<file path="src/rtl/clock_set_ctrl.sv">
// Time-setting controller for the 24-hour clock: mode FSM, edit strobes,
// idle timeout back to RUN and blink blanking of the field being edited.
module clock_set_ctrl #(
    parameter int unsigned BLINK_HALF  = 12000000,
    parameter int unsigned TIMEOUT_SEC = 30
) (
    input  logic       CLK,
    input  logic       RST,
    input  logic [2:0] BTN,
    input  logic       EN1HZ,
    output logic       COUNT_EN,
    output logic       HOUR_INC,
    output logic       MIN_INC,
    output logic       SEC_CLR,
    output logic [1:0] STATE,
    output logic [2:0] BLANK
);

    localparam logic [1:0] ST_RUN      = 2'd0;
    localparam logic [1:0] ST_SET_HOUR = 2'd1;
    localparam logic [1:0] ST_SET_MIN  = 2'd2;
    localparam logic [1:0] ST_SET_SEC  = 2'd3;

    localparam logic [23:0] BLINK_LAST = 24'(BLINK_HALF - 1);
    localparam logic [5:0]  IDLE_LAST  = 6'(TIMEOUT_SEC - 1);

    logic [1:0]  state_q, state_d;
    logic [5:0]  idle_q, idle_d;
    logic [23:0] blink_q, blink_d;
    logic        phase_q, phase_d;
    logic [2:0]  blank_d;
    logic        btn_any, mode_p, sel_p, up_p, timeout, state_chg;

    always_comb begin
        btn_any = |BTN;
        // Only the highest-priority button of a cycle is acted on.
        mode_p  = BTN[0];
        sel_p   = BTN[1] & ~BTN[0];
        up_p    = BTN[2] & ~BTN[1] & ~BTN[0];
        timeout = (state_q != ST_RUN) && EN1HZ && !btn_any && (idle_q == IDLE_LAST);

        state_d = state_q;
        if (mode_p) begin
            state_d = (state_q == ST_RUN) ? ST_SET_HOUR : ST_RUN;
        end else if (sel_p && (state_q != ST_RUN)) begin
            state_d = (state_q == ST_SET_SEC) ? ST_SET_HOUR : state_q + 2'd1;
        end else if (timeout) begin
            state_d = ST_RUN;
        end
        state_chg = (state_d != state_q);

        idle_d = idle_q;
        if (state_chg || btn_any) begin
            idle_d = 6'd0;
        end else if ((state_q != ST_RUN) && EN1HZ) begin
            idle_d = idle_q + 6'd1;
        end

        // A press or mode change restarts the blink visible so edits show at once.
        blink_d = blink_q;
        phase_d = phase_q;
        if (state_chg || btn_any) begin
            blink_d = 24'd0;
            phase_d = 1'b0;
        end else if (blink_q == BLINK_LAST) begin
            blink_d = 24'd0;
            phase_d = ~phase_q;
        end else begin
            blink_d = blink_q + 24'd1;
        end

        case (state_d)
            ST_SET_HOUR: blank_d = {phase_d, 2'b00};
            ST_SET_MIN:  blank_d = {1'b0, phase_d, 1'b0};
            ST_SET_SEC:  blank_d = {2'b00, phase_d};
            default:     blank_d = 3'b000;
        endcase
    end

    always_ff @(posedge CLK) begin
        if (RST) begin
            state_q  <= ST_RUN;
            idle_q   <= 6'd0;
            blink_q  <= 24'd0;
            phase_q  <= 1'b0;
            COUNT_EN <= 1'b0;
            HOUR_INC <= 1'b0;
            MIN_INC  <= 1'b0;
            SEC_CLR  <= 1'b0;
            BLANK    <= 3'b000;
        end else begin
            state_q  <= state_d;
            idle_q   <= idle_d;
            blink_q  <= blink_d;
            phase_q  <= phase_d;
            COUNT_EN <= EN1HZ && (state_q == ST_RUN);
            HOUR_INC <= up_p && (state_q == ST_SET_HOUR);
            MIN_INC  <= up_p && (state_q == ST_SET_MIN);
            SEC_CLR  <= up_p && (state_q == ST_SET_SEC);
            BLANK    <= blank_d;
        end
    end

    assign STATE = state_q;

endmodule

</file>
<file path="config.mk">
export PLATFORM = sky130hd
export DESIGN_NAME = clock_set_ctrl
export DESIGN_NICKNAME = d
export VERILOG_FILES = /design/src/rtl/clock_set_ctrl.sv
export SDC_FILE = /design/constraint.sdc
export NUM_CORES = 1
export LEC_CHECK = 0
export CELL_PAD_IN_SITES_DETAIL_PLACEMENT = 1
export CELL_PAD_IN_SITES_GLOBAL_PLACEMENT = 1
export CORE_UTILIZATION = 44
export DETAILED_ROUTE_END_ITERATION = 8
export PLACE_DENSITY = 0.86
export SYNTH_ARGS = -nofsm -noshare
export SYNTH_HDL_FRONTEND = slang
export SYNTH_SLANG_ARGS = --single-unit
</file>
<file path="constraint.sdc">
create_clock -name CLK -period 2.69 [get_ports CLK]
set_clock_uncertainty 0.05 [all_clocks]
set_input_delay 0.538 -clock CLK [delete_from_list [all_inputs] [get_ports CLK]]
set_output_delay 0.538 -clock CLK [all_outputs]
set_load 0.02 [all_outputs]
</file>
Word-level counts from Yosys, hierarchy flattened:

Index checks and enable logic that the tools add are counted.

* input port bits: 6
* logic and storage cells: 50
* register bits after elaboration: 40

* muxes and demuxes: 8
* eq/ne operators: 9
* bitwise logic cells: 6
* $add $sub $neg: 3
* reduce and logical (&&, ||, !) cells: 15

Operators with widths (number)
* 24-bit by 1-bit adder with 24-bit output (second input constant): 1
* 24-bit equality test (second input constant): 1
* 3-bit case mux with 3 select lines: 1
* 2-bit equality test (second input constant): 4
* 1-bit logical AND: 8
* 2-bit two-way mux: 4
* 6-bit by 1-bit adder with 6-bit output (second input constant): 1
* 6-bit by 5-bit equality test with 1-bit output (second input constant): 1
* 3-bit OR reduction: 2
* 2-bit by 1-bit equality test with 1-bit output (second input constant): 2
* 1-bit bitwise AND: 3
* 1-bit two-way mux: 3
* 1-bit inverter: 3
* 2-bit by 1-bit adder with 2-bit output (second input constant): 1
* 2-bit logical NOT: 1
* 2-bit inequality test: 1
* 2-bit nonzero test: 1
* 2-bit OR reduction: 1
* 1-bit logical NOT: 1
* 1-bit logical OR: 1

Logic depth before layout (Yosys ltp):

Gate-level depths: netlist (run 1).

* depth after elaboration: 11
* gate-level depth with buffers: 9
* depth with buffers taken out: 7

Least setup slack after synthesis (run 1):

Ideal clock, no wire load.

* path kind: reg-to-reg
* start point: register state_q[0] (netlist: STATE[0])
* end point: register blink_q[23]
* required time: 2.525 ns
* stages on the path, launching flop included: 10
* clock period less this slack: 2.222 ns
* arrival time: 2.056 ns
* buffers on the path: 2
* library setup time: 0.115 ns
* slack: 0.468 ns
* cell sequence: dfxtp_1 > inv_1 > ha_1 > and4b_1 > a31oi_2 > o311ai_2 > or2_1 > buf_2 > buf_6 > nor2_2

* word-level cells in the longest chain between the ends: 10
* elaborated cells between the ends (all ways): 16

RTL lines
* start, declared: RTL line 27 `logic [1:0] state_q, state_d;`
* start signal, assigned: RTL line 92 `state_q <= state_d;`
* 2-bit nonzero test: RTL line 40, 45
* 1-bit logical AND (3 in a row): RTL line 40 `timeout = (state_q != ST_RUN) && EN1HZ && !btn_any && (idle_q == IDLE_LAST);`
* 2-bit two-way mux: RTL line 47 `end else if (timeout) begin`
* 2-bit two-way mux: RTL line 45 `end else if (sel_p && (state_q != ST_RUN)) begin`
* 2-bit two-way mux: RTL line 43 `if (mode_p) begin`
* 2-bit inequality test *: RTL line 50 `state_chg = (state_d != state_q);`
* 1-bit logical OR *: RTL line 62 `if (state_chg || btn_any) begin`
* 3-bit OR reduction (no source line) *
* end signal, assigned: RTL line 94 `blink_q <= blink_d;`
* end, declared: RTL line 29 `logic [23:0] blink_q, blink_d;`

Every way passes the cells marked *; elsewhere a longest branch is shown, timed or not.
A chain may end at the register's enable or synchronous reset.

Final worst setup path (run 1):

* start point: register state_q[0] (netlist: STATE[0])
* end point: register blink_q[3]

The elaborated chain is that of the path after synthesis.

==> results of run 1 <==
==> layout by cell type, fill, tap and decap left out, types with 2 or more instances in the layout <==
cell type / instances
dfxtp_1: 40
nor2_1: 30
xnor2_1: 20
clkdlybuf4s50_1: 14
nor2_2: 12
nand2_1: 11
nand3_1: 11
inv_1: 7
xor2_1: 7
ha_1: 7
clkbuf_8: 7
nor3_1: 5
nand4_1: 5
nor4_1: 5
nor3_2: 4
nor4b_1: 3
and3_1: 3
and4_1: 2
nand4_2: 2
a21oi_1: 2
buf_4: 2
==> power breakdown <==
| group | internal [mW] | switching, mW |
|---|---|---|
| clock network | 0.327 | 0.201 |
| registers | 0.595 | 0.00418 |
| logic | 0.0281 | 0.0353 |
==> final timing paths <==
| check | start | end | slack (ns) |
|---|---|---|---|
| worst max-delay path | STATE[0]$_SDFF_PP0_ | blink_q[3]$_SDFF_PP0_ | 0.31 |
| worst min-delay path | blink_q[0]$_SDFF_PP0_ | blink_q[0]$_SDFF_PP0_ | 0.44 |
| worst max register to register | STATE[0]$_SDFF_PP0_ | blink_q[3]$_SDFF_PP0_ | 0.31 |
| worst min register to register | blink_q[0]$_SDFF_PP0_ | blink_q[0]$_SDFF_PP0_ | 0.44 |
==> cell families after synthesis <==
group,Yosys count
flops,40
compound gates,9
simple gates,107
fa+ha+maj,7
xor+xnor,27
buf+inv,13
==> state kept, by name, indices dropped and copies added, names as in the netlist <==
| signal | count |
|---|---|
| SEC_CLR | 1 |
| phase_q | 1 |
| BLANK | 3 |
| STATE | 2 |
| blink_q | 24 |
| HOUR_INC | 1 |
| MIN_INC | 1 |
| COUNT_EN | 1 |
| idle_q | 6 |
==> layer usage <==
metal / global-route usage, % / routed length, um
met5: 0 / 0
met2: 34.4 / 2000
met1: 24.7 / 1810
met3: 4.56 / 71
met4: 7.98 / 66
==> through the flow <==
stage / setup slack, ns / std cells
2_1_floorplan: 0.468 / 203
3_3_place_gp: 0.299 / 264
3_5_place_dp: 0.143 / 264
4_1_cts: 0.284 / 272
5_1_grt: 0.130 / 272
6_report: 0.308 / 272
==> layout make-up <==
class                      count  area share, %
multi-input combinational    150           45.8
timing repair buffer          17           7.96
clock inverter                 1           1.37
tap                           50           2.84
sequential                    40           36.4
inverter                       7           1.19
clock buffer                   7           4.38
==> out/metrics.cfg, run 1 <==
[timing]
grt_setup_unrepaired = false
worst_slew_pin_slew_ns = 0.490
holdWs_ns = 0.441
fin_crit_sh_pct = 88.5
clock.fmax_mhz = 420
tns_ns = 0
min_period_ns = 2.38
slew_violations = 0
relSlewSlack_pct = 67.1
setup_violations = 0
hold_viol = 0

[setup_path]
r2r_cells = 8
crit_chain = inv_1, ha_1, nand2b_1, o31ai_1, o311ai_2, or2_1, buf_12, nor2_1
cp.depth = 8
slowest_stage = o31ai_1
critPathTopFamily = simple AND/OR/NAND/NOR gates
crit_buf_inv = 2
crit_path_max_fanout = 23
required_ns = 2.86
crit_type = reg2reg
cp-end-kind = flop
cp.arrival_ns = 2.56
critPathLaunchType = flop
cp_slowest_stage_delay_ns = 0.44

[logic_synthesis]
ys_warn_count = 0
synth-seq-cells = 40
synth-simple-area-share_pct = 32.3
synth_cells = 203
ys_types = 42
synth_top_area_share_pct = 42.5
synth_edf_count = 0
avgSynthCellArea_um2 = 9.28
syn_area_um2 = 1880
syn_nets = 216
synthXorXnorAreaFrac_pct = 12.6
synthAdderAreaFrac_pct = 4.65
ys.flop_type = dfxtp_1
synth_compound_area_share_pct = 4.05
synthTopCellsByCount = dfxtp_1, nor2_1, xnor2_1
synth_mux_area_share_pct = 0
synthTopCellsByArea = dfxtp_1, xnor2_1, nor2_1
yosysMostFrequentCell = dfxtp_1
synth_top_family_by_area = simple AND/OR/NAND/NOR gates
seq_area_frac_synth_pct = 42.5
async_flop_share_pct = 0
yosys.area.top_type = dfxtp_1

[clock_network]
cts.sinks = 40
hold_buffers = 0
cts_tree = yes
post_cts_buffers = 0
cts_buffer_depth = 2
post_cts_resized = 0
cts_root_buf = clkbuf_8
clk_pin_slew_ns = 0.07
cts_made_buffers = 5
insertion_delay_ns = 0.29
htreeDepth = 2

[place]
hpwl_um = 2860
portBuffers = 14
gp_congestion = 0.848
place_area_um2 = 2070

[global_routing]
grt_max_degree = 24
grt_util_all_layers_pct = 20.3
antenna_found_initial = 0
grt_pass1_vias = 1465
grt_pass1_wl_um = 6800
grt_overflow = 0

[status]
status = completed

[floorplanning]
chipHeight_um = 67.4
design.die.area_um2 = 4550
row_count = 23
die_w_um = 67.4
core_um2 = 4060
pin_count = 15
start_util_pct = 46.4

[layout]
multi_input_area_um2 = 1010
final_area_um2 = 2200
drive_gt1_share_pct = 16.2
fin_util_pct = 54.2
fillCellCount = 456
ff_latch_area_um2 = 801
final_nets = 234
syn2layout_area_growth_pct = 16.8
diodes = 0

[drt]
dr.pass1.iters = 4
wl_per_cell_um = 14.5
drc = 0
viasPerCell = 5.22
ant_nets = 0
vias = 1421
finalWirelength_um = 3950
drt_iter0_drc = 31

[pwr]
p_leak_nw = 0.685
design_power_total_mw = 1.19
p_per_area_nw_per_um2 = 542
peakVddDrop_mv = 0.353

[flow_run]
cap_violations = 0

[hold_path]
hold_path.class = reg2reg
hold_depth = 1

No activity file was read; power rests on OpenSTA's default activity.
==> inputs of run 2 (changes only) <==
--- a/config.mk
+++ b/config.mk
@@ -10,6 +10,7 @@
 export CORE_UTILIZATION = 44
 export DETAILED_ROUTE_END_ITERATION = 8
 export PLACE_DENSITY = 0.86
+export SLEW_MARGIN = 20
 export SYNTH_ARGS = -nofsm -noshare
 export SYNTH_HDL_FRONTEND = slang
 export SYNTH_SLANG_ARGS = --single-unit
==> constraint.sdc (replaced) <==
create_clock -name CLK -period 2.7 [get_ports CLK]
set_clock_uncertainty 0.05 [all_clocks]
set_input_delay 0.54 -clock CLK [delete_from_list [all_inputs] [get_ports CLK]]
set_output_delay 0.54 -clock CLK [all_outputs]
set_load 0.02 [all_outputs]
==> run 2 against run 1 <==
Compared with the run above: cell count stayed put; die area stayed put; sequential share of layout area is 0.25 points higher; largest cell class unchanged; largest power group unchanged.
==> out/metrics.cfg, run 2 (synthesized netlist as in run 1, its figures left out) <==
[timing]
setup_violations = 0  ; unchanged
grt_setup_unrepaired = false
holdWs_ns = 0.449  ; +0.00779 ns
relSlewSlack_pct = 69.4  ; +2.3 points
tns_ns = 0  ; unchanged
clock.fmax_mhz = 420  ; about the same
worst_slack_ns = 0.319  ; +0.0106 ns
worst_slew_pin_slew_ns = 0.455  ; -0.0349 ns
hold_viol = 0  ; unchanged
min_period_ns = 2.38  ; -0.000554 ns
fin_crit_sh_pct = 88.2  ; -0.35 points
slew_violations = 0  ; unchanged

[global_routing]
grt_pass1_wl_um = 6560  ; -3.5%
grt_pass1_vias = 1429  ; -2.5%
grt_util_all_layers_pct = 19.9  ; -0.40 points
grtUsageMet2_pct = 35.5  ; +1.1 points
antenna_found_initial = 0  ; unchanged
gr-max-usage-layer = met2
met1_usage_pct = 21.7  ; -3.0 points
grt_max_degree = 24  ; unchanged
use_met3_pct = 6.08  ; +1.5 points
grt_overflow = 0  ; unchanged

[setup_path]
crit_buf_inv = 2  ; unchanged
cp_slowest_stage_delay_ns = 0.43  ; about the same
required_ns = 2.88  ; +0.02 ns
cp-end-kind = flop
slowest_stage = dfxtp_1
cp.arrival_ns = 2.56  ; about the same
critPathTopFamily = simple AND/OR/NAND/NOR gates
crit_type = reg2reg
crit_chain = inv_1, ha_1, nand2b_1, o31ai_1, o311ai_2, or2_1, buf_12, nor2_1
critPathLaunchType = flop
crit_path_max_fanout = 23  ; unchanged

[drt]
vias = 1434  ; +0.91%
ant_nets = 0  ; unchanged
drc = 0  ; unchanged
viasPerCell = 5.27  ; +0.91%
drt_iter0_drc = 40  ; +29%
finalWirelength_um = 3990  ; +0.96%
dr.pass1.iters = 4  ; unchanged
wl_per_cell_um = 14.7  ; +0.96%

[clock_network]
post_cts_buffers = 0  ; unchanged
htreeDepth = 2  ; unchanged
hold_buffers = 0  ; unchanged
cts_made_buffers = 5  ; unchanged
insertion_delay_ns = 0.30  ; about the same
post_cts_resized = 0  ; unchanged
cts_root_buf = clkbuf_8
cts_buffer_depth = 2  ; unchanged
cts_tree = yes
clk_pin_slew_ns = 0.08  ; about the same
cts.sinks = 40  ; unchanged

[layout]
diodes = 0  ; unchanged
final_cell_mix = dfxtp_1, nor2_1, xnor2_1
top_regs = blink_q: 24 flops, idle_q: 6 flops, BLANK: 3 flops
final_area_um2 = 2180  ; -0.68%
ff_latch_area_um2 = 801  ; unchanged
multi_input_area_um2 = 1010  ; unchanged
final_common_cell = dfxtp_1
drive_gt1_share_pct = 16.2  ; unchanged
fin_cells = 272  ; unchanged
final_nets = 234  ; unchanged
fin_util_pct = 53.8  ; -0.37 points
top_register = blink_q
syn2layout_area_growth_pct = 16.0
largest_reg_flops = 24  ; unchanged
fillCellCount = 470  ; +3.1%

[pwr]
p_per_area_nw_per_um2 = 527  ; -2.7%
design_power_total_mw = 1.15  ; -3.4%
peakVddDrop_mv = 0.294  ; -17%
p_leak_nw = 0.675  ; -1.5%

[place]
place_area_um2 = 2070  ; unchanged
dpl.cell_count = 264  ; unchanged
hpwl_um = 2830  ; -1.2%
gp_congestion = 0.848  ; about the same
portBuffers = 14  ; unchanged
pre_cts_ws_ns = 0.141  ; -0.00174 ns

[floorplanning]
core_um2 = 4060  ; unchanged
pin_count = 15  ; unchanged
chipHeight_um = 67.4  ; unchanged
start_util_pct = 46.4  ; unchanged
row_count = 23  ; unchanged
die_w_um = 67.4  ; unchanged
design.die.area_um2 = 4550  ; unchanged

[flow_run]
cap_violations = 0  ; unchanged

[status]
status = completed

[hold_path]
hold_path.class = reg2reg

## run 2: worst reg2reg max path: stages, from the launching register on
cell and delay, ns:
dfxtp_1 0.43, inv_1 0.14, ha_1 0.30, nand2b_1 0.22, o31ai_1 0.42, o311ai_2 0.14
or2_1 0.30, buf_12 0.18, nor2_1 0.13
## run 2: worst paths after layout
path,cells past startpoint,end,slack (ns),startpoint
hold / removal,1,blink_q[0]$_SDFF_PP0_,0.45,blink_q[0]$_SDFF_PP0_
hold reg to reg,1,blink_q[0]$_SDFF_PP0_,0.45,blink_q[0]$_SDFF_PP0_
setup reg to reg,8,blink_q[3]$_SDFF_PP0_,0.32,STATE[0]$_SDFF_PP0_
setup / recovery,8,blink_q[3]$_SDFF_PP0_,0.32,STATE[0]$_SDFF_PP0_
## run 2: routing by layer
| layer | vias to the layer above | routed length (um) |
|---|---|---|
| li1 | 722 | - |
| met1 | 691 | 1770 |
| met2 | 16 | 2040 |
| met3 | 5 | 103 |
| met4 | 0 | 68 |
| met5 | - | 0 |
## run 2: cell type report
class / instances / area share, %
well taps: 50 / 2.86
clock inverters: 3 / 1.95
clock buffers: 5 / 3.15
inverters: 7 / 1.20
flip-flops and latches: 40 / 36.7
repair buffers: 17 / 8.02
multi-input cells: 150 / 46.2
## run 2: where the power goes
group / switching [mW] / internal [mW]
clock: 0.217 / 0.273
sequential: 0.00415 / 0.593
combinational: 0.0351 / 0.0281
